--- src/rtl/control_sequencer_pkg.sv ---
// control_sequencer_pkg: shared state encoding, opcode constants, IR field
// positions and opcode-class helpers for the control sequencer.
// Optional feature macro: CU_MULDIV_EN (mul/div decode with HI/LO writeback).
package control_sequencer_pkg;

    typedef enum logic [3:0] {
        ST_RST  = 4'd0,
        ST_T0   = 4'd1,
        ST_T1   = 4'd2,
        ST_T2   = 4'd3,
        ST_T3   = 4'd4,
        ST_T4   = 4'd5,
        ST_T5   = 4'd6,
        ST_T6   = 4'd7,
        ST_HALT = 4'd8
    } state_e;

    // IR field bit positions
    localparam int unsigned OP_MSB = 31;
    localparam int unsigned OP_LSB = 27;
    localparam int unsigned RA_MSB = 26;
    localparam int unsigned RA_LSB = 23;
    localparam int unsigned RB_MSB = 22;
    localparam int unsigned RB_LSB = 19;
    localparam int unsigned RC_MSB = 18;
    localparam int unsigned RC_LSB = 15;

    localparam int unsigned OP_W  = 5;
    localparam int unsigned REG_W = 4;
    localparam int unsigned NREG  = 16;

    localparam logic [OP_W-1:0] OP_NONE = 5'b00000;
    localparam logic [OP_W-1:0] OP_ADD  = 5'b00011;
    localparam logic [OP_W-1:0] OP_SUB  = 5'b00100;
    localparam logic [OP_W-1:0] OP_SHR  = 5'b00101;
    localparam logic [OP_W-1:0] OP_SHL  = 5'b00110;
    localparam logic [OP_W-1:0] OP_ROR  = 5'b00111;
    localparam logic [OP_W-1:0] OP_ROL  = 5'b01000;
    localparam logic [OP_W-1:0] OP_AND  = 5'b01001;
    localparam logic [OP_W-1:0] OP_OR   = 5'b01010;
    localparam logic [OP_W-1:0] OP_MUL  = 5'b01110;
    localparam logic [OP_W-1:0] OP_DIV  = 5'b01111;
    localparam logic [OP_W-1:0] OP_NEG  = 5'b10000;
    localparam logic [OP_W-1:0] OP_NOT  = 5'b10001;
    localparam logic [OP_W-1:0] OP_HALT = 5'b11011;

`ifdef CU_MULDIV_EN
    localparam bit MULDIV_EN = 1'b1;
`else
    localparam bit MULDIV_EN = 1'b0;
`endif

    // mul/div only exist as instructions when the feature is built in
    function automatic logic is_muldiv(input logic [OP_W-1:0] op);
        return MULDIV_EN && ((op == OP_MUL) || (op == OP_DIV));
    endfunction

    // two-operand ops: Rb latched into Y in T3, Rc on the bus in T4
    function automatic logic is_binary(input logic [OP_W-1:0] op);
        logic b;
        case (op)
            OP_ADD, OP_SUB, OP_SHR, OP_SHL,
            OP_ROR, OP_ROL, OP_AND, OP_OR: b = 1'b1;
            default:                       b = is_muldiv(op);
        endcase
        return b;
    endfunction

    function automatic logic is_unary(input logic [OP_W-1:0] op);
        return (op == OP_NEG) || (op == OP_NOT);
    endfunction

endpackage

--- src/rtl/control_sequencer_decode4to16.sv ---
// decode4to16: 4-bit register index to 16-bit one-hot select, all zero when
// en is low.
//   idx    : register index
//   en     : decode enable
//   onehot : one-hot output, bit n selects Rn
module decode4to16
    import control_sequencer_pkg::*;
(
    input  logic [REG_W-1:0] idx,
    input  logic             en,
    output logic [NREG-1:0]  onehot
);

    assign onehot = en ? (NREG'(1) << idx) : '0;

endmodule

--- src/rtl/control_sequencer.sv ---
// control_sequencer: hardwired multi-cycle control unit. Fetches through
// T0-T2 (with memory wait in T1), decodes the IR in T3 and drives the ALU
// datapath strobes through T4-T6; HALT holds until clr.
// Optional feature macro: CU_MULDIV_EN (mul/div, T6, HiIn/LoIn/Zhighout).
//   clk, clr            : clock, synchronous active-high reset
//   ir, mem_rdy         : instruction register, memory read data valid
//   PCout..MDRout, Rout : bus-source selects (at most one per cycle)
//   MARIn..read, HiIn/LoIn, Rin : load strobes and memory read request
//   opcode, halted      : ALU operation, halt indication
module control_sequencer
    import control_sequencer_pkg::*;
(
    input  logic             clk,
    input  logic             clr,
    input  logic [31:0]      ir,
    input  logic             mem_rdy,
    output logic             PCout,
    output logic             Zlowout,
    output logic             Zhighout,
    output logic             MDRout,
    output logic             MARIn,
    output logic             PCIn,
    output logic             MDRIn,
    output logic             IRIn,
    output logic             YIn,
    output logic             ZIn,
    output logic             IncPC,
    output logic             read,
    output logic             HiIn,
    output logic             LoIn,
    output logic [NREG-1:0]  Rout,
    output logic [NREG-1:0]  Rin,
    output logic [OP_W-1:0]  opcode,
    output logic             halted
);

    state_e state_q, state_d;
    logic   t1_wait_q, t1_wait_d;   // already spent at least one cycle in T1

    logic [OP_W-1:0]  ir_op;
    logic [REG_W-1:0] ra, rb, rc;
    logic             op_bin, op_un, op_md;
    logic             rout_en, rin_en;
    logic [REG_W-1:0] rout_idx, rin_idx;
    logic             unused_ir;

    assign ir_op     = ir[OP_MSB:OP_LSB];
    assign ra        = ir[RA_MSB:RA_LSB];
    assign rb        = ir[RB_MSB:RB_LSB];
    assign rc        = ir[RC_MSB:RC_LSB];
    assign op_bin    = is_binary(ir_op);
    assign op_un     = is_unary(ir_op);
    assign op_md     = is_muldiv(ir_op);
    assign unused_ir = ^ir[RC_LSB-1:0];

    // state register
    always_ff @(posedge clk) begin
        if (clr) begin
            state_q   <= ST_RST;
            t1_wait_q <= 1'b0;
        end else begin
            state_q   <= state_d;
            t1_wait_q <= t1_wait_d;
        end
    end

    // next state
    always_comb begin
        state_d   = state_q;
        t1_wait_d = 1'b0;
        case (state_q)
            ST_RST: state_d = ST_T0;
            ST_T0:  state_d = ST_T1;
            ST_T1: begin
                t1_wait_d = !mem_rdy;
                state_d   = mem_rdy ? ST_T2 : ST_T1;
            end
            ST_T2:  state_d = ST_T3;
            ST_T3: begin
                if (op_bin || op_un)         state_d = ST_T4;
                else if (ir_op == OP_HALT)   state_d = ST_HALT;
                else                         state_d = ST_T0;
            end
            ST_T4:  state_d = ST_T5;
            ST_T5:  state_d = op_md ? ST_T6 : ST_T0;
            ST_T6:  state_d = ST_T0;
            ST_HALT: state_d = ST_HALT;
            default: state_d = ST_RST;
        endcase
    end

    // outputs
    always_comb begin
        PCout    = 1'b0;
        Zlowout  = 1'b0;
        Zhighout = 1'b0;
        MDRout   = 1'b0;
        MARIn    = 1'b0;
        PCIn     = 1'b0;
        MDRIn    = 1'b0;
        IRIn     = 1'b0;
        YIn      = 1'b0;
        ZIn      = 1'b0;
        IncPC    = 1'b0;
        read     = 1'b0;
        HiIn     = 1'b0;
        LoIn     = 1'b0;
        opcode   = OP_NONE;
        halted   = 1'b0;
        rout_en  = 1'b0;
        rout_idx = rb;
        rin_en   = 1'b0;
        rin_idx  = ra;
        case (state_q)
            ST_T0: begin
                PCout  = 1'b1;
                MARIn  = 1'b1;
                IncPC  = 1'b1;
                ZIn    = 1'b1;
                opcode = OP_ADD;
            end
            ST_T1: begin
                // PC writeback only on entry; MDR loads on the data-valid cycle
                read    = 1'b1;
                Zlowout = !t1_wait_q;
                PCIn    = !t1_wait_q;
                MDRIn   = mem_rdy;
            end
            ST_T2: begin
                MDRout = 1'b1;
                IRIn   = 1'b1;
            end
            ST_T3: begin
                rout_en = op_bin;
                YIn     = op_bin;
            end
            ST_T4: begin
                rout_en  = 1'b1;
                rout_idx = op_bin ? rc : rb;
                ZIn      = 1'b1;
                opcode   = ir_op;
            end
            ST_T5: begin
                Zlowout = 1'b1;
`ifdef CU_MULDIV_EN
                LoIn    = op_md;
                rin_en  = !op_md && (ra != '0);
`else
                rin_en  = (ra != '0);
`endif
            end
            ST_T6: begin
`ifdef CU_MULDIV_EN
                Zhighout = 1'b1;
                HiIn     = 1'b1;
`endif
            end
            ST_HALT: halted = 1'b1;
            default: ;
        endcase
    end

    decode4to16 u_rout_dec (
        .idx    (rout_idx),
        .en     (rout_en),
        .onehot (Rout)
    );

    decode4to16 u_rin_dec (
        .idx    (rin_idx),
        .en     (rin_en),
        .onehot (Rin)
    );

endmodule
--- config.mk ---
export PLATFORM = sky130hd
export DESIGN_NAME = control_sequencer
export DESIGN_NICKNAME = d
export VERILOG_FILES = /design/src/rtl/control_sequencer_pkg.sv /design/src/rtl/control_sequencer_decode4to16.sv /design/src/rtl/control_sequencer.sv
export SDC_FILE = /design/constraint.sdc
export NUM_CORES = 1
export LEC_CHECK = 0
export ABC_CLOCK_PERIOD_IN_PS = 2000
export BUFFER_PORTS_ARGS = -buffer_cell sky130_fd_sc_hd__buf_2
export CORE_AREA = 2 2 52 79
export DETAILED_ROUTE_END_ITERATION = 8
export DIE_AREA = 0 0 54 81
export PLACE_DENSITY = 0.73
export SYNTH_ARGS = -nofsm -noshare
export SYNTH_HDL_FRONTEND = slang
export SYNTH_SLANG_ARGS = --single-unit
--- constraint.sdc ---
create_clock -name clk -period 2 [get_ports clk]
set_input_delay 0.4 -clock clk [delete_from_list [all_inputs] [get_ports clk]]
set_output_delay 0.4 -clock clk [all_outputs]
set_load 0.01 [all_outputs]
==> impl_metrics.tcl <==
set metrics [dict create \
    slowest_delay_ns 0.40 \
    maxCapViolCount 0 \
    cpLargestDelayFamily "multiplexers" \
    p_int_w 0.000398 \
    cp_num_cells 7 \
    rsz0062_at_grt "true" \
    switching_power_w 0.000239 \
    syn_area_um2 962 \
    synth_top_area_cell "a211oi_1" \
    synth_top_area_share 0.133 \
    track_usage 0.159 \
    final_common_cell "buf_2" \
    cp_slowest_cell "mux2_4" \
    drc 0 \
    layout_common_cells "buf_2, nor2_1, a211oi_2, buf_4" \
    syn_inst 140 \
    clock_sinks 5 \
    crit_type "primary input to primary output" \
    coreArea_um2 3780 \
    place_hpwl_um 2710 \
    post-route-period-util 1.13 \
    drtPass1Iterations 4 \
    cts_tree "yes" \
    fmax_mhz 443 \
    grt_pass1_vias 1263 \
    ys_seq_area_frac 0.104 \
    fillers 389 \
    vdd_drop_max_mv 0.284 \
    timing.rr.end "t1_wait_q" \
    initial_core_util 0.254 \
    start_kind "primary input" \
    hold_path_class "primary input to flip-flop" \
    required_ns 1.60 \
    hold_start "mem_rdy" \
    fin_cells 266 \
    violations "setup timing" \
    finalCriticalPeriod_ns 2.26 \
    rows 28 \
    syn_area_per_cell_um2 6.87 \
    synth_cell_types 41 \
    dpl.cell_count 259 \
    routedWlPerCell_um 13.2 \
    cp_cell_sequence "buf_8, a21oi_4, buf_12, mux2i_4, mux2_4, a211oi_4, buf_2" \
    clkTransAtPathRegs_ns 0.03 \
    area_growth_pct 79.8 \
    die_w_um 54 \
    reg2reg_depth 4 \
    vias 1382 \
    regToRegStartpoint "state_q[2]" \
    drt_wl_total_um 3510 \
    status "complete, but fails checks" \
    antenna_found_initial 0 \
    synth_edf_count 0 \
    power.density_nw_per_um2 368 \
    finalHoldViolCount 0 \
    cts_buffers 3 \
    pwr-share-clk 0.294 \
    crit_path_max_fanout 8 \
    finClkSkew_ns 0.00307 \
    clockRootBuffer "clkbuf_8" \
    clockBufferDepth 2 \
    nets 257 \
    io_buffers 67 \
    swShare 0.375 \
    synthTopCellsByArea "a211oi_1, dfxtp_1, nor2_1" \
    grt_overflow 0 \
    dieHeight_um 81 \
    setup_ws_ns -0.257 \
    grt_pass1_wl_um 5230 \
    diodes 0 \
    p_leak_nw 0.791 \
    insertion_delay_ns 0.22 \
    grt_max_degree 17 \
    critical_path.endpoint "Rout[12]" \
    place_area_um2 1510 \
    die-area_um2 4370 \
    gp_congestion 0.872 \
    layout.cell_area.non_filler_um2 1730 \
    startpoint "ir[28]" \
    synthFlopType "dfxtp_1" \
    reg2reg_slack_ns 0.82 \
    htreeDepth 1 \
    p_comb_frac 0.526 \
    cp.arrival_ns 1.86 \
    num_io_pins 87 \
    power.total_w 0.000636 \
    async_flop_share 0 \
    worst-path-buf-inv 3 \
    ant_nets 0 \
    ys_warn_count 0 \
    drv_slew 0 \
    hold_buffers 0 \
    routed_via_density 5.20 \
    ys_ff_latch 5 \
    endpoint_kind "primary output" \
    seqPwrFrac 0.180 \
    drtIter0Drc 20 \
    setup_viol 16 \
    layout-drive-gt1-share 0.566 \
]
-- layer usage --
layer | track usage | routed length [um] | share of wire
met5 | 0 | 0 | 0
met4 | 0.0750 | 59 | 0.017
met3 | 0.0276 | 219 | 0.062
met2 | 0.318 | 2050 | 0.58
met1 | 0.143 | 1180 | 0.34
-- how the worst min path moves through the flow --
stage                             to  slack, ns  cells past startpoint
final                      t1_wait_q       0.37                      2
after global routing       t1_wait_q       0.37                      2
after CTS                  t1_wait_q       0.37                      2
after detailed placement  state_q[3]       0.57                      2
after global placement    state_q[3]       0.57                      2
after floorplan            t1_wait_q       0.48                      1
-- stage by stage --
stage	setup WS, ns	utilization	hold slack, ns	TNS [ns]
detailed placement	-0.322	0.400	0.575	-4.60
global placement	-0.312	0.400	0.566	-4.46
finish	-0.257	0.457	0.366	-3.83
floorplan	-0.0811	-	0.477	-0.175
CTS	-0.243	0.440	0.368	-3.56
global route	-0.322	0.457	0.365	-4.89
-- worst reg2reg max path, delay by kind of cell (launching register included) --
| family | cells | cell delay, ns |
|---|---|---|
| buf+inv | 1 | 0.16 |
| flops | 1 | 0.33 |
| simple gates | 3 | 0.61 |
-- power groups by stage --
stage	sequential [W]	combinational, W	clock [W]
finish	0.000114	0.000335	0.000187
global placement	0.000113	0.000281	0
CTS	0.000112	0.000314	0.000191
floorplan	0.000116	0.000176	0
detailed placement	0.000113	0.000285	0
global route	0.000115	0.000364	0.000198
-- sequential cells by signal (all words and copies together), names as in the netlist --
register	cells
t1_wait_q	1
state_q	4
-- cells in the mapped netlist (2+ instances only) --
master     number
a211oi_1       17
mux2_2          2
and3_1          2
nand4_1         3
o21ai_0         3
or3_1           2
inv_1           6
nand3_1         3
nand4b_1        3
nand2_1         4
clkbuf_1        5
nand3b_1        2
a2111o_1        2
nor4_1          2
nor2_1         21
nor3b_1         4
nand2b_1        5
o2111ai_1       4
o211ai_1        2
mux2i_1         2
nor2b_1         7
buf_4           7
buf_6           2
dfxtp_1         5
nor3_1          4
and2_1          5
a21oi_1         2
-- timing repair --
action                                  CTS  global route
resized for setup                        15            10
hold endpoints to repair                  0             0
pin swaps                                 8             6
setup buffers                             2             0
cloned                                    1             0
endpoints found under the setup margin   17            23
-- cells by family after synthesis --
kind of cell | after synthesis | synth area share
mux | 5 | 0.0585
buf+inv | 21 | 0.125
flops | 5 | 0.104
simple gates | 72 | 0.428
other cells | 1 | 0.00390
compound gates | 36 | 0.281
-- layout make-up --
class	instances	area, um^2	share of cell area
timing repair buffer	88	549	0.317
multi-input combinational	118	957	0.553
inverter	6	22.5	0.0130
sequential	5	100	0.0578
clock buffer	4	45.0	0.0260
tap	45	56.3	0.0325
No activity file was read; power rests on OpenSTA's default activity.
